--- config.mk ---
export PLATFORM = sky130hd
export DESIGN_NAME = sys_out_deskew
export DESIGN_NICKNAME = d
export VERILOG_FILES = /design/src/rtl/sys_pkg.sv /design/src/rtl/sync_fifo.sv /design/src/rtl/sys_out_deskew.sv
export SDC_FILE = /design/constraint.sdc
export NUM_CORES = 1
export LEC_CHECK = 0
export BUFFER_PORTS_ARGS = -buffer_cell sky130_fd_sc_hd__buf_4
export CAP_MARGIN = 20
export CORE_UTILIZATION = 47
export DETAILED_ROUTE_END_ITERATION = 7
export GPL_TIMING_DRIVEN = 0
export PLACE_DENSITY = 0.69
export SLEW_MARGIN = 20
export SYNTH_ARGS = -nofsm -noshare
export SYNTH_HDL_FRONTEND = slang
export SYNTH_SLANG_ARGS = --single-unit
--- constraint.sdc ---
create_clock -name clk -period 2.8 [get_ports clk]
set_input_delay 0.56 -clock clk [delete_from_list [all_inputs] [get_ports clk]]
set_output_delay 0.56 -clock clk [all_outputs]
set_load 0.02 [all_outputs]
--- src/rtl/sys_pkg.sv ---
// sys_pkg: shared types and defaults for the systolic-array output path.
package sys_pkg;
    localparam int DATA_W_DEFAULT = 16;
    typedef enum logic [1:0] {IDLE, COLLECT, DRAIN, DONE} deskew_state_t;
    typedef logic [2*DATA_W_DEFAULT-1:0] row_vec_t;
endpackage

--- src/rtl/sync_fifo.sv ---
// sync_fifo: register-file FIFO with a registered head; a push when full is
// accepted only if a pop frees the head slot in the same cycle.
module sync_fifo #(
    parameter int W     = 32,
    parameter int DEPTH = 4
) (
    input  logic         clk,
    input  logic         rst,
    input  logic         push,
    input  logic         pop,
    input  logic [W-1:0] din,
    output logic [W-1:0] head,
    output logic         full,
    output logic         empty
);
    localparam int AW = $clog2(DEPTH);
    logic [W-1:0] mem [DEPTH];
    logic [AW:0]  wr, rd;
    logic         do_push, do_pop;
    assign empty   = wr == rd;
    assign full    = (wr[AW] != rd[AW]) && (wr[AW-1:0] == rd[AW-1:0]);
    assign do_pop  = pop && !empty;
    assign do_push = push && (!full || do_pop);
    assign head    = empty ? '0 : mem[rd[AW-1:0]];
    always_ff @(posedge clk or posedge rst)
        if (rst) begin
            wr <= '0;
            rd <= '0;
        end else begin
            if (do_push) wr <= wr + 1'b1;
            if (do_pop)  rd <= rd + 1'b1;
        end
    always_ff @(posedge clk)
        if (do_push) mem[wr[AW-1:0]] <= din;
endmodule

--- src/rtl/sys_out_deskew.sv ---
// sys_out_deskew: realigns the skewed bottom-row column results into row vectors and
// buffers them for writeback. Optional skew checker: SYS_OUT_DESKEW_SKEW_CHECK_EN.
module sys_out_deskew
    import sys_pkg::*;
#(
    parameter int FIFO_DEPTH = 4,
    parameter int DATA_W     = DATA_W_DEFAULT,
    parameter int CNT_W      = 16
) (
    input  logic                clk,
    input  logic                rst,
    input  logic                cfg_valid_in,
    input  logic [CNT_W-1:0]    cfg_col_size_in,
    input  logic [CNT_W-1:0]    cfg_row_count_in,
    input  logic [DATA_W-1:0]   col1_data_in,
    input  logic                col1_valid_in,
    input  logic [DATA_W-1:0]   col2_data_in,
    input  logic                col2_valid_in,
    output logic [2*DATA_W-1:0] out_row_data,
    output logic                out_row_valid,
    input  logic                out_row_ready,
    output logic                busy,
    output logic                done,
    output logic                ovf_err
`ifdef SYS_OUT_DESKEW_SKEW_CHECK_EN
    ,
    output logic                skew_err
`endif
);
    deskew_state_t     state, state_nx;
    logic [CNT_W-1:0]  col_size, row_count, rows_seen;
    logic [DATA_W-1:0] hold, col1_part;
    logic              hold_vld, collect, single, cfg_take, row_evt, pop, full, empty;
    logic [2*DATA_W-1:0] row;
    assign collect   = state == COLLECT;
    assign single    = col_size == CNT_W'(1);
    assign cfg_take  = state == IDLE && cfg_valid_in;
    assign row_evt   = collect && (single ? col1_valid_in : col2_valid_in);
    assign col1_part = single ? col1_data_in : (hold_vld ? hold : '0);
    assign row       = {single ? {DATA_W{1'b0}} : col2_data_in, col1_part};
    assign out_row_valid = !empty;
    assign pop       = out_row_valid && out_row_ready;

    sync_fifo #(.W(2*DATA_W), .DEPTH(FIFO_DEPTH)) u_fifo (
        .clk   (clk),
        .rst   (rst),
        .push  (row_evt),
        .pop   (pop),
        .din   (row),
        .head  (out_row_data),
        .full  (full),
        .empty (empty)
    );

    always_ff @(posedge clk or posedge rst)
        if (rst) state <= IDLE;
        else     state <= state_nx;

    always_comb begin
        state_nx = state;
        case (state)
            IDLE:    state_nx = !cfg_valid_in ? IDLE : (cfg_row_count_in == '0 ? DRAIN : COLLECT);
            COLLECT: state_nx = rows_seen == row_count ? DRAIN : COLLECT;
            DRAIN:   state_nx = empty ? DONE : DRAIN;
            default: state_nx = IDLE;
        endcase
    end

    always_comb begin
        busy = collect || state == DRAIN;
        done = state == DONE;
    end

    // The hold register only pairs with a column-2 result in the very next cycle.
    always_ff @(posedge clk or posedge rst)
        if (rst) begin
            col_size  <= CNT_W'(2);
            row_count <= '0;
            rows_seen <= '0;
            hold      <= '0;
            hold_vld  <= 1'b0;
            ovf_err   <= 1'b0;
        end else begin
            if (cfg_take) begin
                col_size  <= cfg_col_size_in;
                row_count <= cfg_row_count_in;
            end
            if (cfg_take)                                  rows_seen <= '0;
            else if (row_evt && rows_seen != row_count)    rows_seen <= rows_seen + 1'b1;
            if (col1_valid_in) hold <= col1_data_in;
            hold_vld <= collect && !single && col1_valid_in;
            ovf_err  <= ovf_err || (row_evt && full && !pop);
        end

`ifdef SYS_OUT_DESKEW_SKEW_CHECK_EN
    always_ff @(posedge clk or posedge rst)
        if (rst) skew_err <= 1'b0;
        else     skew_err <= skew_err || (collect && !single && (hold_vld != col2_valid_in));
`endif
endmodule

# [Word-level counts from Yosys, hierarchy flattened]
# Memories as Yosys holds them, arrays and structs flattened.
# Cells that the tools add are included.
[classes] add_sub_neg=3 n_eq_ne=9 n_mux=14 n_reduce_logical=21
[op_table] operator="$mux W16" count=5
[op_table] operator="$mux W32" count=1
[op_table] operator="$add A16 B1 Y16 const B" count=1
[op_table] operator="$eq A16 B1 Y1 const B" count=1
[op_table] operator="$eq A16 B16 Y1" count=1
[op_table] operator="$logic_not A16 Y1" count=1
[op_table] operator="$ne A16 B16 Y1" count=1
[op_table] operator="$logic_and A1 B1 Y1" count=11
[op_table] operator="$add A3 B1 Y3 const B" count=2
[op_table] operator="$mux W2" count=3
[op_table] operator="$pmux W2 S3" count=1
[op_table] operator="$eq A2 B2 Y1 const B" count=2
[op_table] operator="$logic_not A1 Y1" count=4
[op_table] operator="$mux W1" count=4
[op_table] operator="$eq A3 B3 Y1" count=1
[op_table] operator="$logic_or A1 B1 Y1" count=3
[op_table] operator="$eq A2 B1 Y1 const B" count=1
[op_table] operator="$eq A2 B2 Y1" count=1
[op_table] operator="$logic_not A2 Y1" count=1
[op_table] operator="$reduce_bool A2 Y1" count=1
[op_table] operator="$ne A1 B1 Y1" count=1
[totals] register_bits=74 mem_bits_rw=128 n_memories=1
[mem_list] name="u_fifo.mem" words=4 width=32 rd=1 rd_ports_with_merged_regs=0 write_ports=1 line_no="sync_fifo.sv:17" rtl="logic [W-1:0] mem [DEPTH];"

# [Depth between registers and ports, before layout]
[depth] ltp_word=8 mapped_depth=8 ltp_nobuf=6

# [Hierarchy]
# From an unflattened synthesis, not the netlist that was laid out.
[hier_totals] cells_unflattened=636 hier_area_um2=8803.4
[by_module_without_submodules] mod="sync_fifo" instances=1 cells_each=239 area_each_um2=5295.1
[by_module_without_submodules] mod="sys_out_deskew" instances=1 cells_each=397 area_each_um2=3508.4

# [Worst setup path before layout]
# Ideal clock, no wire load.
[synth_timing] path_type="register to register" from="reg col_size[1]" to="mem u_fifo.mem[2][0] (enable)" setup_time_ns=0.392 arrival_time_ns=2.365 required_ns=2.408 setup_slack_ns=0.043 path_stages_with_launch=7 path_buffers=1 path_cell_list="dfstp_2 -> nor4b_1 -> and4_1 -> buf_4 -> mux2i_2 -> nor3b_1 -> and2_1"
[synth_between] elab_chain_cells=6
[synth_lines] element="from (decl)" line_no="sys_out_deskew.sv:31" rtl="logic [CNT_W-1:0] col_size, row_count, rows_seen;"
[synth_lines] element="from (signal assigned)" line_no="sys_out_deskew.sv:85" rtl="col_size <= cfg_col_size_in;"
[synth_lines] element="$eq A16 B1 Y1" line_no="sys_out_deskew.sv:36" rtl="assign single = col_size == CNT_W'(1);"
[synth_lines] element="$mux W1" line_no="sys_out_deskew.sv:38" rtl="assign row_evt = collect && (single ? col1_valid_in : col2_valid_in);"
[synth_lines] element="$logic_and A1 B1 Y1" line_no="sys_out_deskew.sv:38"
[synth_lines] element="$logic_and A1 B1 Y1" line_no="sync_fifo.sv:23" rtl="assign do_push = push && (!full || do_pop);"
[synth_lines] element="$mux W1" line_no="sync_fifo.sv:34" rtl="if (do_push) mem[wr[AW-1:0]] <= din;"
[synth_lines] element="$mux W1 (not written as such)" line_no="sync_fifo.sv:34"
[synth_lines] element="to (decl)" line_no="sync_fifo.sv:17"
# Every way passes these cells.

# [Worst setup path in the final report]
[layout_timing] from="reg u_fifo.rd[0]" to="out out_row_data[13]"
[layout_between] elab_chain_cells=2 elab_cells_between_ends=3 cone_classes="1 x eq/ne; 1 x mux; 1 x memory"
[layout_lines] element="from (decl)" line_no="sync_fifo.sv:18" rtl="logic [AW:0] wr, rd;"
[layout_lines] element="from (signal assigned)" line_no="sync_fifo.sv:31" rtl="if (do_pop) rd <= rd + 1'b1;"
[layout_lines] element="$mem_v2 Z4 W32 or $eq A3 B3 Y1 (tied branches)"
[layout_lines] element="$mux W32 (*)" line_no="sync_fifo.sv:24" rtl="assign head = empty ? '0 : mem[rd[AW-1:0]];"
[layout_lines] element="to (decl)" line_no="sys_out_deskew.sv:19" rtl="output logic [2*DATA_W-1:0] out_row_data,"
# Mark *: on every way between the ends. The rest lies on a longest branch, timed or not.

==> flow_metrics.env <==
export IMPL_status="finished clean"
export IMPL_route_detailed_drc=0
export IMPL_final_cells=1005
export IMPL_clkSinkCount=202
export IMPL_synthDistinctLibCells=42
export IMPL_fin_util=0.594
export IMPL_crit_slowest_cell="dfrtp_2"
export IMPL_syn_inst=629
export IMPL_clock_latency_ns=0.50
export IMPL_syn_avg_cell_area_sq_um=13.8
export IMPL_skew_ns=0.0228
export IMPL_clk_pin_slew_worst_paths_ns=0.06
export IMPL_synth_nets=709
export IMPL_fill_cells=1433
export IMPL_grt_pass1_wl_um=29100
export IMPL_fin_crit_sh=0.975
export IMPL_p_switching_mw=3.61
export IMPL_syn2layout_area_growth_pct=23.1
export IMPL_io_buffers=104
export IMPL_antenna_found_initial=0
export IMPL_worst_pin_slew_ns=0.638
export IMPL_worstHoldPathType="in2async"
export IMPL_n_antenna_cell=0
export IMPL_max_freq_mhz=366
export IMPL_die_area_sq_um=19100
export IMPL_slew_headroom=0.571
export IMPL_ys_seq_area_frac=0.655
export IMPL_start_util=0.483
export IMPL_drt_wl_total_um=17900
export IMPL_finalHoldViolCount=0
export IMPL_dr_pass1_iters=5
export IMPL_grt_remaining_overflow=0
export IMPL_leakage_nw=4.26
export IMPL_cts_tree="yes"
export IMPL_antenna_left=0
export IMPL_seq_power_share=0.376
export IMPL_layout_drive_gt1_share=0.289
export IMPL_layout_nets=841
export IMPL_fp_coreArea_sq_um=18000
export IMPL_finalMaxSlewViolations=0
export IMPL_min_period_ns=2.73
export IMPL_p_int_mw=7.71
export IMPL_ioPinCount=106
export IMPL_final_area_sq_um=10700
export IMPL_fp_dieH_um=138
export IMPL_vias=5471
export IMPL_switching_share=0.319
export IMPL_synth_top_area_cell="edfxtp_1"
export IMPL_ctsRootBufferMaster="clkbuf_16"
export IMPL_grt_max_degree=40
export IMPL_path_max_fanout=10
export IMPL_crit_type="reg2out"
export IMPL_finalSetupViolations=0
export IMPL_p_per_area_nw_per_um2=1060
export IMPL_endpoint_kind="output pin"
export IMPL_max_cap_violations=0
export IMPL_dp_cells=967
export IMPL_cts_buffer_depth=3
export IMPL_grt_setup_unrepaired="true"
export IMPL_worstPathRequired_ns=2.24
export IMPL_pwr_share_comb=0.359
export IMPL_synth_top_cell_area_share=0.442
export IMPL_ir_worst_vdd_mv=0.816
export IMPL_cts_max_level=1
export IMPL_cpPeakStageDelay_ns=0.52
export IMPL_netlist_area_sq_um=8700
export IMPL_fp_dieW_um=138
export IMPL_synth_warnings=0
export IMPL_grt_usage=0.191
export IMPL_wire_per_inst_um=17.8
export IMPL_post_dp_cell_area_sq_um=9890
export IMPL_ys_ff_latch=202
export IMPL_start_kind="flip-flop"
export IMPL_grt_pass1_vias=5714
export IMPL_dp_hpwl_um=12200
export IMPL_cpMostUsedCell="buf_4"
export IMPL_clockPowerShare=0.265
export IMPL_rrSetupSlack_ns=0.20
export IMPL_layout_cells_most_common="nand2_1"
export IMPL_rows=49
export IMPL_final_cell_mix="137 x nand2_1, 128 x edfxtp_1, 109 x buf_4"
export IMPL_numCtsBuffers=22
export IMPL_synth_area_leaders="edfxtp_1 44%, dfrtp_1 21%, mux4_2 8.3%"
export IMPL_drt_iter0_drc=391
export IMPL_via_per_inst=5.44
export IMPL_arrival_ns=2.17
export IMPL_crit_chain="buf_4 -> mux4_2 -> and2_1 -> buf_4"
export IMPL_gp_congestion=0.836
-- layer usage --
metal,up-vias,wire length [um],GRT usage,share of wire
met3,34,906,0.0281,0.051
met4,0,363,0.0596,0.020
met2,183,9090,0.336,0.51
li1,2544,-,-,-
met5,-,0,0,0
met1,2710,7560,0.245,0.42
-- Yosys cell counts, drive strengths merged --
cell,count
a2bb2oi,1
dfstp,1
and4b,1
ha,10
nand3,13
dfrtp,73
mux4,32
or3,1
xnor2,22
a21oi,13
o41a,1
mux2i,4
or4,10
o41ai,2
edfxtp,128
inv,9
nor3b,1
nor4b,1
o31ai,10
a211oi,1
and4,1
clkbuf,23
nand2,137
and3,6
nand2b,4
a31o,1
nor2,3
o311ai,1
nor2b,16
mux2,19
xor2,1
and2,36
o21ai,18
nand4,5
nor3,3
nor4,9
buf,12
-- registers in the layout, indices dropped and copies added, names as in the netlist --
name / flops
col_size: 16
hold: 16
hold_vld: 1
ovf_err: 1
row_count: 16
rows_seen: 16
state: 2
u_fifo.mem: 128
u_fifo.rd: 3
u_fifo.wr: 3
-- kinds of logic after synthesis --
logic type / count (synthesis) / synth area share
flip-flops: 202 / 0.655
multiplexers: 55 / 0.113
XOR/XNOR: 23 / 0.0232
AO/OA/AOI/OAI: 48 / 0.0358
AND/OR/NAND/NOR: 247 / 0.138
adder cells (fa/ha/maj): 10 / 0.0144
buffers and inverters: 44 / 0.0214
-- worst max-delay path: cells and delay by family (launching register included) --
family / cells / cell delay [ns]
DFF: 1 / 0.52
muxes: 1 / 0.52
buffers and inverters: 2 / 0.45
and+or+nand+nor: 1 / 0.18
-- area by class of cell --
class | count | area, sq um | area share
tap | 229 | 287 | 0.0268
inverter | 9 | 36.3 | 0.00339
buffer | 33 | 164 | 0.0153
clock inverter | 14 | 176 | 0.0165
multi-input combinational | 383 | 2860 | 0.267
timing repair buffer | 110 | 903 | 0.0843
clock buffer | 25 | 583 | 0.0544
sequential | 202 | 5700 | 0.532
-- path summary, 6_finish.rpt --
check | from | endpoint | cells after the start
setup / recovery | u_fifo.rd[0] | out_row_data[13] | 4
hold / removal | rst | hold[6] | 2
max in group asynchronous | rst | u_fifo.rd[0] | 3
min in group clk | cfg_col_size_in[2] | col_size[2] | 3
hold reg to reg | col_size[14] | col_size[14] | 2
setup reg to reg | col_size[2] | u_fifo.mem[0][23] | 7
-- power by group through the flow --
stage | clock network (mW) | registers, mW | logic (mW)
after floorplan | 0 | 4.19 | 2.55
after global placement | 0 | 4.23 | 3.85
after detailed placement | 0 | 4.26 | 4.03
after CTS | 3.06 | 4.26 | 4.07
after global routing | 3.17 | 4.33 | 4.36
final | 3.00 | 4.26 | 4.06
-- per-stage QoR --
| stage | power [mW] | setup WS [ns] | hold WS (ns) | TNS [ns] |
|---|---|---|---|---|
| 3_3_place_gp | 8.09 | -0.858 | 0.451 | -130.00 |
| 5_1_grt | 11.9 | -0.0303 | 0.111 | -0.158 |
| 6_report | 11.3 | 0.0688 | 0.0785 | 0 |
| 4_1_cts | 11.4 | 0.0279 | 0.0809 | 0 |
| 3_5_place_dp | 8.29 | -0.213 | 0.459 | -6.75 |
| 2_1_floorplan | 6.74 | 0.0434 | 0.438 | 0 |
-- timing repair --
action / CTS / global route
setup endpoints to repair: 115 / 79
hold buffers: 0 / 0
setup buffers: 0 / 1
resized for setup: 14 / 8
pin swaps: 0 / 1
Power figures use the tool's default switching activity.
